File: config.mk
export PLATFORM = sky130hd
export DESIGN_NAME = ctrl_pipe
export DESIGN_NICKNAME = d
export VERILOG_FILES = /design/src/rtl/ctrl_pkg.sv /design/src/rtl/ctrl_stage_reg.sv /design/src/rtl/ctrl_pipe.sv
export SDC_FILE = /design/constraint.sdc
export NUM_CORES = 1
export LEC_CHECK = 0
export BUFFER_PORTS_ARGS = -buffer_cell sky130_fd_sc_hd__buf_2
export CORE_MARGIN = 1
export CORE_UTILIZATION = 52
export CTS_BUF_LIST = sky130_fd_sc_hd__clkbuf_4 sky130_fd_sc_hd__clkbuf_8
export CTS_CLUSTER_SIZE = 25
export DETAILED_ROUTE_END_ITERATION = 16
export PLACE_DENSITY = 0.78
export SYNTH_ARGS = -nofsm -noshare
export SYNTH_HDL_FRONTEND = slang
export SYNTH_SLANG_ARGS = --single-unit
File: constraint.sdc
create_clock -name clk -period 1.96 [get_ports clk]
set_input_delay 0.098 -clock clk [delete_from_list [all_inputs] [get_ports clk]]
set_output_delay 0.098 -clock clk [all_outputs]
set_load 0.005 [all_outputs]
File: src/rtl/ctrl_pkg.sv
// Shared control-path definitions: ALUOp and forward-select encodings, RISC-V opcodes.
// Latency: n/a (types, constants and one pure combinational helper).
// Backpressure: n/a.
package ctrl_pkg;

    // ALU operation class handed from decode to the ALU control decoder.
    typedef enum logic [1:0] {
        ALU_ADD    = 2'b00,
        ALU_SUB    = 2'b01,
        ALU_R_TYPE = 2'b10
    } alu_op_e;

    // EX operand source: register file read, WB-stage result or MEM-stage result.
    typedef enum logic [1:0] {
        FWD_REGFILE = 2'b00,
        FWD_WB      = 2'b01,
        FWD_MEM     = 2'b10
    } fwd_sel_e;

    // RV32I major opcodes, shared with control_unit so both decode the same way.
    localparam logic [6:0] OPC_LOAD   = 7'b0000011;
    localparam logic [6:0] OPC_STORE  = 7'b0100011;
    localparam logic [6:0] OPC_OP_IMM = 7'b0010011;
    localparam logic [6:0] OPC_OP     = 7'b0110011;
    localparam logic [6:0] OPC_BRANCH = 7'b1100011;
    localparam logic [6:0] OPC_JAL    = 7'b1101111;
    localparam logic [6:0] OPC_JALR   = 7'b1100111;
    localparam logic [6:0] OPC_LUI    = 7'b0110111;
    localparam logic [6:0] OPC_AUIPC  = 7'b0010111;

    // The younger producer (MEM) always wins over the older one (WB).
    function automatic fwd_sel_e fwd_select(input logic mem_hit, input logic wb_hit);
        fwd_sel_e sel;
        sel = FWD_REGFILE;
        if (mem_hit) begin
            sel = FWD_MEM;
        end else if (wb_hit) begin
            sel = FWD_WB;
        end
        return sel;
    endfunction

endpackage

File: src/rtl/ctrl_stage_reg.sv
// Pipeline stage register: async clear, load-enable and synchronous bubble (zero) load.
// Latency: 1 cycle from d_i to q_o when en_i is high.
// Backpressure: en_i low holds the current contents; bubble_i has no effect while held.
module ctrl_stage_reg #(
    parameter int W = 8
) (
    input  logic         clk,
    input  logic         arst,
    input  logic         en_i,
    input  logic         bubble_i,
    input  logic [W-1:0] d_i,
    output logic [W-1:0] q_o
);

    logic [W-1:0] q_q;
    logic [W-1:0] q_d;

    // Next state: hold, load the incoming word, or load an all-zero bubble.
    always_comb begin
        q_d = q_q;
        if (en_i) begin
            q_d = bubble_i ? '0 : d_i;
        end
    end

    // State register; reset empties the stage immediately.
    always_ff @(posedge clk or posedge arst) begin
        if (arst) begin
            q_q <= '0;
        end else begin
            q_q <= q_d;
        end
    end

    assign q_o = q_q;

endmodule

File: src/rtl/ctrl_pipe.sv
// Control word pipeline ID->EX->MEM->WB with load-use stall and EX forwarding selects.
// Latency: ID word on ex_* after 1 edge, mem_* after 2, wb_* after 3 (edges with enable=1).
// Backpressure: enable=0 freezes every stage; stall holds PC/IF-ID and injects an EX bubble.
// Optional performance counters (stall_cnt, retired_cnt) exist only with CTRL_PIPE_PERF_EN.
module ctrl_pipe
    import ctrl_pkg::*;
#(
    parameter int REG_ADDR_W = 5
`ifdef CTRL_PIPE_PERF_EN
    ,
    parameter int CNT_W      = 32
`endif
) (
    input  logic                  clk,
    input  logic                  arst,
    input  logic                  enable,

    input  logic                  id_valid,
    input  logic [1:0]            id_alu_op,
    input  logic                  id_alu_src,
    input  logic                  id_mem_read,
    input  logic                  id_mem_write,
    input  logic                  id_mem_2_reg,
    input  logic                  id_reg_write,
    input  logic [REG_ADDR_W-1:0] id_rd,
    input  logic [REG_ADDR_W-1:0] id_rs1,
    input  logic [REG_ADDR_W-1:0] id_rs2,
    input  logic                  id_use_rs1,
    input  logic                  id_use_rs2,

    output logic                  ex_valid,
    output logic [1:0]            ex_alu_op,
    output logic                  ex_alu_src,
    output logic                  ex_mem_read,
    output logic                  ex_mem_write,
    output logic                  ex_mem_2_reg,
    output logic                  ex_reg_write,
    output logic [REG_ADDR_W-1:0] ex_rd,
    output logic [REG_ADDR_W-1:0] ex_rs1,
    output logic [REG_ADDR_W-1:0] ex_rs2,

    output logic                  mem_valid,
    output logic                  mem_mem_read,
    output logic                  mem_mem_write,
    output logic                  mem_mem_2_reg,
    output logic                  mem_reg_write,
    output logic [REG_ADDR_W-1:0] mem_rd,

    output logic                  wb_valid,
    output logic                  wb_mem_2_reg,
    output logic                  wb_reg_write,
    output logic [REG_ADDR_W-1:0] wb_rd,

    output logic                  stall,
    output logic [1:0]            fwd_a,
    output logic [1:0]            fwd_b
`ifdef CTRL_PIPE_PERF_EN
    ,
    output logic [CNT_W-1:0]      stall_cnt,
    output logic [CNT_W-1:0]      retired_cnt
`endif
);

    // Stage words. Each stage carries only what its consumers still need.
    typedef struct packed {
        logic                  valid;
        logic [1:0]            alu_op;
        logic                  alu_src;
        logic                  mem_read;
        logic                  mem_write;
        logic                  mem_2_reg;
        logic                  reg_write;
        logic [REG_ADDR_W-1:0] rd;
        logic [REG_ADDR_W-1:0] rs1;
        logic [REG_ADDR_W-1:0] rs2;
    } ex_word_t;

    typedef struct packed {
        logic                  valid;
        logic                  mem_read;
        logic                  mem_write;
        logic                  mem_2_reg;
        logic                  reg_write;
        logic [REG_ADDR_W-1:0] rd;
    } mem_word_t;

    typedef struct packed {
        logic                  valid;
        logic                  mem_2_reg;
        logic                  reg_write;
        logic [REG_ADDR_W-1:0] rd;
    } wb_word_t;

    ex_word_t  ex_d,  ex_q;
    mem_word_t mem_d, mem_q;
    wb_word_t  wb_d,  wb_q;

    logic ex_bubble;
    logic hit_rs1;
    logic hit_rs2;
    logic mem_hit_a, mem_hit_b;
    logic wb_hit_a,  wb_hit_b;

    // Load-use hazard: the load in EX targets a register the ID instruction really reads.
    // x0 is excluded and a flushed ID slot never stalls.
    always_comb begin
        hit_rs1 = id_use_rs1 && (ex_q.rd == id_rs1);
        hit_rs2 = id_use_rs2 && (ex_q.rd == id_rs2);
        stall   = id_valid && ex_q.valid && ex_q.mem_read &&
                  (ex_q.rd != '0) && (hit_rs1 || hit_rs2);
    end

    // A stalled or flushed ID slot enters EX as an all-zero bubble, so no control bit
    // of an invalid instruction ever reaches MEM or WB.
    assign ex_bubble = stall || !id_valid;

    // Pack the decode word for EX.
    always_comb begin
        ex_d           = '0;
        ex_d.valid     = id_valid;
        ex_d.alu_op    = id_alu_op;
        ex_d.alu_src   = id_alu_src;
        ex_d.mem_read  = id_mem_read;
        ex_d.mem_write = id_mem_write;
        ex_d.mem_2_reg = id_mem_2_reg;
        ex_d.reg_write = id_reg_write;
        ex_d.rd        = id_rd;
        ex_d.rs1       = id_rs1;
        ex_d.rs2       = id_rs2;
    end

    // EX -> MEM and MEM -> WB carry the surviving fields forward unchanged.
    always_comb begin
        mem_d           = '0;
        mem_d.valid     = ex_q.valid;
        mem_d.mem_read  = ex_q.mem_read;
        mem_d.mem_write = ex_q.mem_write;
        mem_d.mem_2_reg = ex_q.mem_2_reg;
        mem_d.reg_write = ex_q.reg_write;
        mem_d.rd        = ex_q.rd;

        wb_d            = '0;
        wb_d.valid      = mem_q.valid;
        wb_d.mem_2_reg  = mem_q.mem_2_reg;
        wb_d.reg_write  = mem_q.reg_write;
        wb_d.rd         = mem_q.rd;
    end

    ctrl_stage_reg #(.W($bits(ex_word_t))) u_ex_reg (
        .clk      (clk),
        .arst     (arst),
        .en_i     (enable),
        .bubble_i (ex_bubble),
        .d_i      (ex_d),
        .q_o      (ex_q)
    );

    ctrl_stage_reg #(.W($bits(mem_word_t))) u_mem_reg (
        .clk      (clk),
        .arst     (arst),
        .en_i     (enable),
        .bubble_i (1'b0),
        .d_i      (mem_d),
        .q_o      (mem_q)
    );

    ctrl_stage_reg #(.W($bits(wb_word_t))) u_wb_reg (
        .clk      (clk),
        .arst     (arst),
        .en_i     (enable),
        .bubble_i (1'b0),
        .d_i      (wb_d),
        .q_o      (wb_q)
    );

    // Forwarding: a valid register-writing producer in MEM or WB whose rd matches the
    // EX source. x0 is never forwarded because it is hard-wired to zero.
    always_comb begin
        mem_hit_a = mem_q.valid && mem_q.reg_write && (mem_q.rd != '0) && (mem_q.rd == ex_q.rs1);
        mem_hit_b = mem_q.valid && mem_q.reg_write && (mem_q.rd != '0) && (mem_q.rd == ex_q.rs2);
        wb_hit_a  = wb_q.valid  && wb_q.reg_write  && (wb_q.rd  != '0) && (wb_q.rd  == ex_q.rs1);
        wb_hit_b  = wb_q.valid  && wb_q.reg_write  && (wb_q.rd  != '0) && (wb_q.rd  == ex_q.rs2);
        fwd_a     = fwd_select(mem_hit_a, wb_hit_a);
        fwd_b     = fwd_select(mem_hit_b, wb_hit_b);
    end

    assign ex_valid      = ex_q.valid;
    assign ex_alu_op     = ex_q.alu_op;
    assign ex_alu_src    = ex_q.alu_src;
    assign ex_mem_read   = ex_q.mem_read;
    assign ex_mem_write  = ex_q.mem_write;
    assign ex_mem_2_reg  = ex_q.mem_2_reg;
    assign ex_reg_write  = ex_q.reg_write;
    assign ex_rd         = ex_q.rd;
    assign ex_rs1        = ex_q.rs1;
    assign ex_rs2        = ex_q.rs2;

    assign mem_valid     = mem_q.valid;
    assign mem_mem_read  = mem_q.mem_read;
    assign mem_mem_write = mem_q.mem_write;
    assign mem_mem_2_reg = mem_q.mem_2_reg;
    assign mem_reg_write = mem_q.reg_write;
    assign mem_rd        = mem_q.rd;

    assign wb_valid      = wb_q.valid;
    assign wb_mem_2_reg  = wb_q.mem_2_reg;
    assign wb_reg_write  = wb_q.reg_write;
    assign wb_rd         = wb_q.rd;

`ifdef CTRL_PIPE_PERF_EN
    logic [CNT_W-1:0] stall_cnt_q,   stall_cnt_d;
    logic [CNT_W-1:0] retired_cnt_q, retired_cnt_d;

    // Counters advance only on edges where the pipeline itself advances; they wrap freely.
    always_comb begin
        stall_cnt_d   = stall_cnt_q;
        retired_cnt_d = retired_cnt_q;
        if (enable && stall) begin
            stall_cnt_d = stall_cnt_q + CNT_W'(1);
        end
        if (enable && wb_q.valid) begin
            retired_cnt_d = retired_cnt_q + CNT_W'(1);
        end
    end

    // Counter registers, cleared together with the pipeline.
    always_ff @(posedge clk or posedge arst) begin
        if (arst) begin
            stall_cnt_q   <= '0;
            retired_cnt_q <= '0;
        end else begin
            stall_cnt_q   <= stall_cnt_d;
            retired_cnt_q <= retired_cnt_d;
        end
    end

    assign stall_cnt   = stall_cnt_q;
    assign retired_cnt = retired_cnt_q;
`endif

endmodule

==> impl_metrics.env <==
export IMPL_crit_end="fwd_a[0]"
export IMPL_power_density_nw_per_um2=869
export IMPL_max_slew_margin=0.534
export IMPL_ant_nets=0
export IMPL_synth_most_common_cell="dfrtp_1"
export IMPL_grt_use_total=0.277
export IMPL_rr_worst_depth=6
export IMPL_ys_ff_latch=41
export IMPL_wl_um=5940
export IMPL_postSynthAreaPerCell_um2=10.8
export IMPL_cp_data_arrival_time_ns=1.96
export IMPL_rsz0062_at_grt="yes"
export IMPL_post_drt_via_cell_ratio=5.88
export IMPL_vdd_drop_max_mv=0.493
export IMPL_cts_sinks=41
export IMPL_gp_congestion=0.832
export IMPL_syn_to_final_growth_pct=29.6
export IMPL_synthTopCellsByCount="dfrtp_1 (41), o21ai_1 (19), mux2_2 (18)"
export IMPL_synth_seq_area_share=0.457
export IMPL_wl_per_cell_um=17.2
export IMPL_cts_root_buf="clkbuf_8"
export IMPL_hold_viol=0
export IMPL_place_hpwl_um=4040
export IMPL_seqCellArea_um2=1030
export IMPL_p_switching_w=0.000795
export IMPL_clk_latency_ns=0.30
export IMPL_required_ns=1.86
export IMPL_htreeDepth=2
export IMPL_synth_top_cell_area_share=0.457
export IMPL_clock_path_buffers=2
export IMPL_violations="negative setup slack"
export IMPL_die_area_um2=4590
export IMPL_crit_type="reg2out"
export IMPL_synth_cell_types=30
export IMPL_rows=23
export IMPL_maxSlewViolCount=0
export IMPL_tritoncts="yes"
export IMPL_core_um2=4090
export IMPL_first_global_vias=1860
export IMPL_min_path_type="in2reg"
export IMPL_drcViolationCount=0
export IMPL_syn_inst=208
export IMPL_yosysTopAreaCell="dfrtp_1"
export IMPL_nFillCells=324
export IMPL_diodes=0
export IMPL_antenna_found_initial=0
export IMPL_setup_viol=2
export IMPL_grt_pass1_wl_um=9170
export IMPL_max_freq_ghz=0.486
export IMPL_num_vias=2036
export IMPL_startpoint_type="register"
export IMPL_ioPinCount=74
export IMPL_die_width_um=67.7
export IMPL_outcome="complete, but fails checks"
export IMPL_nNetsFinal=324
export IMPL_finalCritPeriodShare=1.05
export IMPL_synth_area_um2=2250
export IMPL_initial_utilization=0.550
export IMPL_multi_input_comb_area_um2=1130
export IMPL_grt_ovfl_total=0
export IMPL_p_leak_nw=1.38
export IMPL_synthArstFlopShare=1.00
export IMPL_p_seq_frac=0.443
export IMPL_fin_util=0.712
export IMPL_skew_ns=0.00421
export IMPL_timing_rr_start="u_ex_reg.q_o[12]"
export IMPL_post_place_cells=329
export IMPL_final_cells=346
export IMPL_power_frac_comb=0.292
export IMPL_drt_iter0_markers=124
export IMPL_setup_tns_ns=-0.197
export IMPL_syn_nets=236
export IMPL_clock_power_share=0.265
export IMPL_finalPower_w=0.00253
export IMPL_timing_max_cap_violations=0
export IMPL_clk_pin_slew_ns=0.08
export IMPL_path_max_fanout=2
export IMPL_worstSetupEndpointType="output port"
export IMPL_die_h_um=67.7
export IMPL_synth_edff_count=0
export IMPL_startpoint="u_mem_reg.q_o[0]"
export IMPL_yosys_top_cells_area="dfrtp_1 (46%), mux2_2 (9.0%), xnor2_1 (6.2%)"
export IMPL_grt_max_degree=42
export IMPL_drive_gt1_frac=0.459
export IMPL_switching_share=0.314
export IMPL_drt_pass1_iterations=5
export IMPL_yosys_warnings=0
export IMPL_synth_top_flop_cell="dfrtp_1"
export IMPL_worstMarginPinSlew_ns=0.699
export IMPL_final_setup_worst_slack_ns=-0.0997
export IMPL_cts_made_buffers=5
export IMPL_r2r_end="u_ex_reg.q_o[20]"
export IMPL_rrSetupSlack_ns=0.09
export IMPL_internal_power_w=0.00173
export IMPL_hold_path_cell_count=3
export IMPL_portBuffers=73
export IMPL_min_period_ns=2.06
-- how the worst min path moves through the flow --
stage	from	endpoint	slack (ns)
2_1_floorplan	id_rd[0]	u_ex_reg.q_o[10]	0.23
3_3_place_gp	arst	u_mem_reg.q_o[7]	0.25
3_5_place_dp	arst	u_mem_reg.q_o[7]	0.25
4_1_cts	id_rd[2]	u_ex_reg.q_o[12]	0.03
5_1_grt	id_rd[0]	u_ex_reg.q_o[10]	0.02
6_report	id_rd[2]	u_ex_reg.q_o[12]	0.03
-- kinds of logic after synthesis --
logic type / count (synthesis) / synth area share
AO/OA/AOI/OAI: 49 / 0.160
AND/OR/NAND/NOR: 49 / 0.124
flip-flops: 41 / 0.457
XOR/XNOR: 30 / 0.117
buffers and inverters: 20 / 0.0479
multiplexers: 19 / 0.0947
-- flip-flops by register name, summed over array words and instances, names as in the netlist --
name           count
u_wb_reg.q_o       8
u_ex_reg.q_o      23
u_mem_reg.q_o     10
-- placed cells by master, fill, tap and decap left out, drive strengths merged --
cell type and instances:
or4 5, clkinv 1, xor2 14, bufinv 1, o211ai 2, nand2 14
nor4 4, xnor2 16, o2111ai 1, clkbuf 5, nand4 2, dlygate4sd3 1
o21ai 22, a32oi 12, and2 2, buf 97, mux2i 1, a22oi 10
mux2 18, inv 3, and3 10, nand3 12, dfrtp 41, o22ai 1
a31oi 1
-- power groups by stage --
stage	Sequential (W)	Clock, W	Combinational (W)
floorplan	0.00114	0	0.000353
global placement	0.00114	0	0.000640
detailed placement	0.00115	0	0.000662
CTS	0.00111	0.000679	0.000728
global route	0.00113	0.000721	0.000813
finish	0.00112	0.000669	0.000740
-- worst max-delay path: stages, from the launching register on --
cell and delay (ns):
dfrtp_1 0.39, or4_1 0.52, o211ai_1 0.26, nor4_2 0.10, nor4_2 0.25, buf_2 0.14
-- timing repair --
item | CTS | global route
hold endpoints to repair | 41 | 0
hold buffers | 1 | 0
setup endpoints to repair | 3 | 4
resized for setup | 5 | 4
buffers inserted | 5 | 4
pin swaps | 3 | 5
-- cell type report --
type / count / share of cell area
Multi-Input combinational cell: 147 / 0.390
Clock buffer: 5 / 0.0236
Inverter: 3 / 0.00473
Timing Repair Buffer: 98 / 0.194
Clock inverter: 2 / 0.0120
Tap cell: 50 / 0.0215
Sequential cell: 41 / 0.354
-- stage by stage --
step / hold WS [ns] / setup WS (ns) / instance area (um2)
global placement: 0.253 / 0.281 / 2700
floorplan: 0.225 / 0.275 / 2250
finish: 0.0329 / -0.0997 / 2910
global route: 0.0250 / -0.231 / 2910
detailed placement: 0.250 / 0.207 / 2700
CTS: 0.0257 / -0.102 / 2870
-- routing by layer --
layer / up-vias / routed length (um) / global-route usage
li1: 937 / - / -
met1: 1016 / 2660 / 0.351
met2: 73 / 2870 / 0.452
met3: 10 / 315 / 0.0777
met4: 0 / 97 / 0.0904
met5: - / 0 / 0
(Power assumes the default switching activity.)
